[src/rtl/jt51_pg_acc_if.sv]
// Host readback bus of jt51_pg_acc: request/acknowledge handshake plus captured phase.
// master = host side, slave = accumulator side.
interface jt51_pg_acc_if #(
    parameter int SW  = 6,
    parameter int PHW = 20
);
    logic           rd_req;
    logic [SW-1:0]  rd_slot;
    logic           rd_ack;
    logic           rd_valid;
    logic           rd_err;
    logic [PHW-1:0] rd_data;

    modport master (
        output rd_req, rd_slot, rd_ack,
        input  rd_valid, rd_err, rd_data
    );

    modport slave (
        input  rd_req, rd_slot, rd_ack,
        output rd_valid, rd_err, rd_data
    );
endinterface

[src/rtl/jt51_pg_acc.sv]
// Time-multiplexed JT51 phase accumulator: MUL stage, accumulate stage, SLOTS-deep circular phase store.
// Optional host readback FSM is built only when JT51_PG_READBACK_EN is defined.
module jt51_pg_acc #(
    parameter int SLOTS = 32,
    parameter int PHW   = 20,
    parameter int OUTW  = 10,
    parameter int SW    = 6
) (
    input  logic            clk,
    input  logic            rst,
    input  logic            cen,
    input  logic            zero,
    input  logic [PHW-1:0]  base,
    input  logic [3:0]      mul,
    input  logic            pg_rst,
    output logic [OUTW-1:0] phase_out,
    output logic [SW-1:0]   phase_slot,
    jt51_pg_acc_if.slave    rd
);
    localparam logic [SW-1:0] LAST = SW'(SLOTS - 1);

    // MUL=0 is the half-step case; other factors wrap at the accumulator width.
    function automatic logic [PHW-1:0] mul_step(input logic [PHW-1:0] b, input logic [3:0] m);
        logic [PHW-1:0] prod;
        prod = b * PHW'(m);
        return (m == 4'd0) ? (b >> 1) : prod;
    endfunction

    logic [PHW-1:0] step_p0;
    logic           clr_p0;
    logic [SW-1:0]  scnt;
    logic [PHW-1:0] acc_p1;
    logic [SW-1:0]  slot_p1;
    logic [PHW-1:0] ring [SLOTS-1];

    // Stage A: scnt is the slot index of the data held in this stage.
    always_ff @(posedge clk or posedge rst) begin
        if (rst) begin
            step_p0 <= '0;
            clr_p0  <= 1'b0;
            scnt    <= '0;
        end else if (cen) begin
            step_p0 <= mul_step(base, mul);
            clr_p0  <= pg_rst;
            scnt    <= (zero || scnt == LAST) ? '0 : scnt + 1'b1;
        end
    end

    // Stage B: acc_p1 plus SLOTS-1 ring entries give a SLOTS-cycle round trip.
    always_ff @(posedge clk or posedge rst) begin
        if (rst) begin
            acc_p1  <= '0;
            slot_p1 <= '0;
            for (int i = 0; i < SLOTS - 1; i++) ring[i] <= '0;
        end else if (cen) begin
            acc_p1  <= clr_p0 ? '0 : ring[SLOTS-2] + step_p0;
            slot_p1 <= scnt;
            ring[0] <= acc_p1;
            for (int i = 1; i < SLOTS - 1; i++) ring[i] <= ring[i-1];
        end
    end

    assign phase_out  = acc_p1[PHW-1 -: OUTW];
    assign phase_slot = slot_p1;

`ifdef JT51_PG_READBACK_EN
    typedef enum logic [1:0] {IDLE, WAIT, DONE} rb_state_t;

    rb_state_t      rb_st;
    logic [SW-1:0]  rb_slot;
    logic           rb_valid;
    logic           rb_err;
    logic [PHW-1:0] rb_data;

    // The handshake itself is cen-independent; only the capture waits for a cen edge.
    always_ff @(posedge clk or posedge rst) begin
        if (rst) begin
            rb_st    <= IDLE;
            rb_slot  <= '0;
            rb_valid <= 1'b0;
            rb_err   <= 1'b0;
            rb_data  <= '0;
        end else begin
            case (rb_st)
                IDLE: begin
                    if (rd.rd_req) begin
                        if ({1'b0, rd.rd_slot} < (SW+1)'(SLOTS)) begin
                            rb_slot <= rd.rd_slot;
                            rb_st   <= WAIT;
                        end else begin
                            rb_err   <= 1'b1;
                            rb_data  <= '0;
                            rb_valid <= 1'b1;
                            rb_st    <= DONE;
                        end
                    end
                end
                WAIT: begin
                    if (cen && slot_p1 == rb_slot) begin
                        rb_data  <= acc_p1;
                        rb_err   <= 1'b0;
                        rb_valid <= 1'b1;
                        rb_st    <= DONE;
                    end
                end
                DONE: begin
                    if (rd.rd_ack) begin
                        rb_valid <= 1'b0;
                        rb_st    <= IDLE;
                    end
                end
                default: rb_st <= IDLE;
            endcase
        end
    end

    assign rd.rd_valid = rb_valid;
    assign rd.rd_err   = rb_err;
    assign rd.rd_data  = rb_data;
`else
    logic unused_rd;
    assign unused_rd   = ^{rd.rd_req, rd.rd_slot, rd.rd_ack};
    assign rd.rd_valid = 1'b0;
    assign rd.rd_err   = 1'b0;
    assign rd.rd_data  = '0;
`endif
endmodule

[src/flat_wrapper.sv]
// flat-port wrapper written by rule: the top's interface ports become plain ports
module jt51_pg_acc_flat 
#(
    parameter int SLOTS = 32,
    parameter int PHW   = 20,
    parameter int OUTW  = 10,
    parameter int SW    = 6
)
  (clk, rst, cen, zero, base, mul, pg_rst, phase_out, phase_slot, rd_rd_req, rd_rd_slot, rd_rd_ack, rd_rd_valid, rd_rd_err, rd_rd_data);
  jt51_pg_acc_if #(.SW(SW), .PHW(PHW)) rd_i ();
  input  logic clk;
  input  logic rst;
  input  logic cen;
  input  logic zero;
  input  logic [PHW-1:0] base;
  input  logic [3:0] mul;
  input  logic pg_rst;
  output logic [OUTW-1:0] phase_out;
  output logic [SW-1:0] phase_slot;
  input wire logic [$bits(rd_i.rd_req)-1:0] rd_rd_req;
  input wire logic [$bits(rd_i.rd_slot)-1:0] rd_rd_slot;
  input wire logic [$bits(rd_i.rd_ack)-1:0] rd_rd_ack;
  output wire logic [$bits(rd_i.rd_valid)-1:0] rd_rd_valid;
  output wire logic [$bits(rd_i.rd_err)-1:0] rd_rd_err;
  output wire logic [$bits(rd_i.rd_data)-1:0] rd_rd_data;
  assign rd_i.rd_req = rd_rd_req;
  assign rd_i.rd_slot = rd_rd_slot;
  assign rd_i.rd_ack = rd_rd_ack;
  assign rd_rd_valid = rd_i.rd_valid;
  assign rd_rd_err = rd_i.rd_err;
  assign rd_rd_data = rd_i.rd_data;
  jt51_pg_acc #(.SLOTS(SLOTS), .PHW(PHW), .OUTW(OUTW), .SW(SW)) u_core (.clk(clk), .rst(rst), .cen(cen), .zero(zero), .base(base), .mul(mul), .pg_rst(pg_rst), .phase_out(phase_out), .phase_slot(phase_slot), .rd(rd_i));
endmodule
[config.mk]
export PLATFORM = sky130hd
export DESIGN_NAME = jt51_pg_acc_flat
export DESIGN_NICKNAME = d
export VERILOG_FILES = /design/src/rtl/jt51_pg_acc_if.sv /design/src/rtl/jt51_pg_acc.sv /design/src/flat_wrapper.sv
export SDC_FILE = /design/constraint.sdc
export NUM_CORES = 1
export LEC_CHECK = 0
export CORE_MARGIN = 5
export CORE_UTILIZATION = 30
export CTS_CLUSTER_SIZE = 8
export DETAILED_ROUTE_END_ITERATION = 7
export PLACE_DENSITY = 0.54
export SLEW_MARGIN = 20
export SYNTH_ARGS = -nofsm -noshare
export SYNTH_HDL_FRONTEND = slang
export SYNTH_SLANG_ARGS = --single-unit
[constraint.sdc]
create_clock -name clk -period 38.6 [get_ports clk]
set_input_delay 3.86 -clock clk [delete_from_list [all_inputs] [get_ports clk]]
set_output_delay 3.86 -clock clk [all_outputs]
set_load 0.02 [all_outputs]
---- Word-level counts from Yosys, hierarchy flattened ----
Cells that the tools add are included.
cells by class
  add/sub/neg operators ................... 2
  multipliers ............................. 1
  equal/unequal tests ..................... 1
  mux-type cells .......................... 3
  reduce and logical (&&, ||, !) cells .... 2
operators by type and width
  kind                                                                   number
  20-bit two-way mux                                                     2
  20-bit adder                                                           1
  20-bit by 4-bit multiplier with 20-bit output                          1
  6-bit by 1-bit adder with 6-bit output, second input constant          1
  6-bit by 5-bit equality test with 1-bit output, second input constant  1
  6-bit two-way mux                                                      1
  4-bit logical NOT                                                      1
  1-bit logical OR                                                       1
storage, ports and cells
  bits in registers ....................... 673
  input bits .............................. 37
  output and inout port bits .............. 38
  word-level logic and storage cells ...... 45

---- Logic depth before layout (Yosys ltp) ----
  depth in word-level cells ............... 3
  depth in mapped cells ................... 16
  depth with buffers taken out ............ 13

---- Worst setup path after synthesis ----
Ideal clock, no wire load.
  path kind ............................... input-to-reg
  from .................................... input mul[2]
  to ...................................... register u_core.step_p0[18]
  setup time .............................. 0.066 ns
  data arrival time ....................... 7.138 ns
  required time ........................... 38.534 ns
  path slack .............................. 31.396 ns
  cell stages on the path ................. 15
  path buffers ............................ 2
  cells stage by stage .................... clkbuf_1 > clkbuf_1 > nand2_1 > fa_1 > inv_1 > fa_1 > inv_1 > fa_1 > nor2b_1 > o31a_4 > a41oi_4 > o311ai_2 > a31oi_1 > mux2i_1 > o311a_1
on the way
  word-level cells in the longest chain between the ends .. 2
  elaborated cells between the ends (all ways) .. 3
  classes of those cells .................. mul: 1; mux: 1; reduce/logical: 1
RTL lines
  item                                                                                       line                                  source
  start: declaration                                                                         flat_wrapper.sv:16                    input logic [3:0] mul;
  20-bit by 4-bit multiplier with 20-bit output / 4-bit logical NOT (equally long branches)  jt51_pg_acc.sv:25, jt51_pg_acc.sv:26
  20-bit two-way mux *                                                                       jt51_pg_acc.sv:26                     return (m == 4'd0) ? (b >> 1) : prod;
  end signal: assignment                                                                     jt51_pg_acc.sv:43                     step_p0 <= mul_step(base, mul);
  end: declaration                                                                           jt51_pg_acc.sv:29                     logic [PHW-1:0] step_p0;
Mark *: on every way between the ends. The rest lies on a longest branch, timed or not.
A chain may end at the register's enable or synchronous reset.

---- Final worst setup path ----
Ends and elaborated chain as after synthesis.

==> flow_metrics.env <==
export IMPL_status="complete, no violations"
export IMPL_die_h_um=318
export IMPL_synth_enable_flop_cells=0
export IMPL_fin_skew_ns=0.0215
export IMPL_htreeDepth=3
export IMPL_ff_latch_area_mm2=0.0168
export IMPL_critPathCaptureType="flop"
export IMPL_syn_avg_cell_area_um2=14.5
export IMPL_fin_crit_sh_pct=19.5
export IMPL_syn_to_final_growth_pct=14.8
export IMPL_ys_warnings_count=0
export IMPL_drtPass1Iterations=4
export IMPL_clk_pin_slew_ns=0.05
export IMPL_ios=75
export IMPL_fin_area_mm2=0.0326
export IMPL_cp_start_kind="primary input"
export IMPL_core_area_mm2=0.0936
export IMPL_multi_input_area_mm2=0.0108
export IMPL_ant_nets=0
export IMPL_clk_latency_ns=0.62
export IMPL_vias=14700
export IMPL_dieArea_mm2=0.101
export IMPL_arrival_ns=8.07
export IMPL_slew_viol_final=0
export IMPL_worst_pin_slew_ns=1.06
export IMPL_stdcell_count=3281
export IMPL_synth_cells=1965
export IMPL_r2r_start="u_core.ring[0]$_DFFE_PP0P_"
export IMPL_clockBufferDepth=3
export IMPL_drt_total_wl_mm=45.6
export IMPL_remaining_drc_errors=0
export IMPL_drive_above_1_share_pct=37.9
export IMPL_grtUsageTotal_pct=9.25
export IMPL_fin_crit_ns=7.53
export IMPL_crit_start="mul[2]"
export IMPL_cts_tree="built"
export IMPL_die_x_um=318
export IMPL_viasPerCell=4.49
export IMPL_final_fill_count=9067
export IMPL_fin_tns_setup_ns=0
export IMPL_dpl_cell_area_mm2=0.0300
export IMPL_regToRegEndpoint="u_core.acc_p1[18]$_DFFE_PP0P_"
export IMPL_placementRows=112
export IMPL_rsz0062_at_grt="no"
export IMPL_grt_ovfl_total=0
export IMPL_cp_max_fo=20
export IMPL_r2r_cells=9
export IMPL_dp_worst_setup_slack_ns=30.48
export IMPL_avgRoutedWirePerCell_um=13.9
export IMPL_maxSlewHeadroom_pct=29.3
export IMPL_nNetsFinal=2127
export IMPL_critPathCapture="u_core.step_p0[18]$_DFFE_PP0P_"
export IMPL_cts_sinks=673
export IMPL_setup_violations=0
export IMPL_yosysSeqAreaShare_pct=59.3
export IMPL_grt_max_degree=206
export IMPL_place_port_buffers=44
export IMPL_syn_cell_area_mm2=0.0284
export IMPL_dr_first_iter_drc_count=653
export IMPL_cts_hold_buf=0
export IMPL_ys_async_sr_fraction_pct=100
export IMPL_max_vdd_ir_drop_v=0.0000311
export IMPL_worstHoldPathType="reg -> reg"
export IMPL_p_per_area_mw_per_mm2=67.6
export IMPL_synthFlopType="dfrtp_1"
export IMPL_cp_required_ns=39.14
export IMPL_leakage_nw=15.4
export IMPL_critical_path_class="in -> reg"
export IMPL_cts_root_buf="clkbuf_16"
export IMPL_fmax_mhz=133
export IMPL_final_cell_mix="dfrtp_1, mux2_2, clkbuf_16, inv_1, nand2_1"
export IMPL_antenna_found_initial=4
export IMPL_cap_violations=0
export IMPL_hold_viol=0
export IMPL_synth_cell_types=63
export IMPL_grt_pass1_vias=15800
export IMPL_start_util_pct=30.4
export IMPL_ctsResizeCount=0
export IMPL_dp_final_hpwl_mm=28.0
export IMPL_final_common_cell="dfrtp_1"
export IMPL_r2r_slack_ns=36.09
export IMPL_gp_congestion=0.797
export IMPL_ys_seq_elements=673
export IMPL_worst_slack_ns=31.07
export IMPL_grt_pass1_wl_mm=80.7
export IMPL_numCtsBuffers=94
export IMPL_postCtsSetupBuffers=0
export IMPL_dp_cells=3173
## sequential cells by signal, summed over array words and instances, names as in the netlist
register / cells
u_core.acc_p1: 20
u_core.clr_p0: 1
u_core.phase_slot: 6
u_core.ring: 620
u_core.scnt: 6
u_core.step_p0: 20
## cell type report
| class | instances | share of cell area, % |
|---|---|---|
| multi-input cells | 1113 | 33.0 |
| clock inverters | 7 | 0.448 |
| well taps | 1254 | 4.81 |
| repair buffers | 62 | 1.94 |
| diodes | 3 | 0.0230 |
| inverters | 72 | 0.851 |
| flip-flops and latches | 673 | 51.6 |
| clock buffers | 97 | 7.37 |
## Yosys cell counts, types with 3 or more instances
| cell type | number | area (um2) |
|---|---|---|
| dfrtp_1 | 673 | 16800 |
| mux2_2 | 628 | 7070 |
| inv_1 | 71 | 267 |
| nand2_1 | 62 | 233 |
| clkbuf_1 | 60 | 225 |
| and2_1 | 51 | 319 |
| a21oi_1 | 46 | 230 |
| nor2_1 | 41 | 154 |
| ha_1 | 40 | 500 |
| buf_4 | 34 | 255 |
| fa_1 | 34 | 681 |
| buf_2 | 24 | 120 |
| xnor2_1 | 22 | 193 |
| o21ai_0 | 18 | 90.1 |
| a31oi_1 | 14 | 87.6 |
| a22o_1 | 12 | 105 |
| buf_1 | 10 | 37.5 |
| nand3_1 | 9 | 45.0 |
| nor3_1 | 9 | 45.0 |
| xor2_1 | 9 | 78.8 |
| nor2b_1 | 8 | 50.1 |
| and3_1 | 7 | 43.8 |
| nand4_1 | 6 | 37.5 |
| o2bb2ai_1 | 6 | 52.6 |
| o31ai_1 | 6 | 45.0 |
| a21o_1 | 5 | 37.5 |
| a211oi_1 | 4 | 30.0 |
| a311oi_1 | 4 | 35.0 |
| mux2i_1 | 4 | 40.0 |
| o21ai_1 | 4 | 20.0 |
| o21bai_1 | 3 | 22.5 |
| or3_1 | 3 | 18.8 |
## per-layer routing
metal / global-route usage (%) / vias to the layer above / part of all wire [%]
met2: 14.2 / 207 / 46
met3: 2.71 / 77 / 5.6
met4: 3.27 / 2 / 2.1
li1: - / 6873 / -
met5: 0 / - / 0.029
met1: 12.6 / 7586 / 47
## power by group
part / internal [mW] / leakage [nW] / switching [mW]
Sequential: 0.961 / 8.85 / 0.122
Clock: 0.437 / 1.24 / 0.283
Combinational: 0.245 / 5.31 / 0.157
Total: 1.64 / 15.4 / 0.562
## metrics by stage
stage,hold WS (ns),power (mW),utilization [%]
final,0.477,2.21,34.9
after global routing,0.498,2.35,34.9
after CTS,0.485,2.25,34.8
after detailed placement,0.473,1.50,32.1
after global placement,0.471,1.48,32.1
after floorplan,0.446,1.41,-
## worst min-delay path by stage
stage                                         endpoint  slack, ns                         start  cells after the start
after floorplan           u_core.acc_p1[4]$_DFFE_PP0P_       0.45  u_core.acc_p1[4]$_DFFE_PP0P_                      2
after CTS                 u_core.ring[576]$_DFFE_PP0P_       0.48  u_core.ring[596]$_DFFE_PP0P_                      1
after detailed placement  u_core.acc_p1[1]$_DFFE_PP0P_       0.47  u_core.acc_p1[1]$_DFFE_PP0P_                      1
final                     u_core.acc_p1[1]$_DFFE_PP0P_       0.48  u_core.acc_p1[1]$_DFFE_PP0P_                      1
after global placement    u_core.acc_p1[0]$_DFFE_PP0P_       0.47  u_core.acc_p1[0]$_DFFE_PP0P_                      1
after global routing      u_core.acc_p1[1]$_DFFE_PP0P_       0.50  u_core.acc_p1[1]$_DFFE_PP0P_                      1
## logic make-up after synthesis
logic type / Yosys count / share of synthesized area, %
xor+xnor: 31 / 0.955
other cells: 1 / 0.0132
simple gates: 207 / 3.70
flops: 673 / 59.3
buf+inv: 200 / 3.20
fa+ha+maj: 74 / 4.16
compound gates: 147 / 3.70
mux: 632 / 25.0
## critical path: stages
cell	delay (ns)
clkdlybuf4s50_1	0.94
nand2_1	0.16
fa_1	0.55
inv_1	0.06
fa_1	0.58
inv_1	0.08
fa_1	0.43
nor2b_1	0.22
o31a_4	0.19
a41oi_4	0.17
o311ai_2	0.30
a31oi_1	0.17
mux2i_1	0.16
o311a_1	0.17
Note: power is estimated with default switching activity, not from simulation.
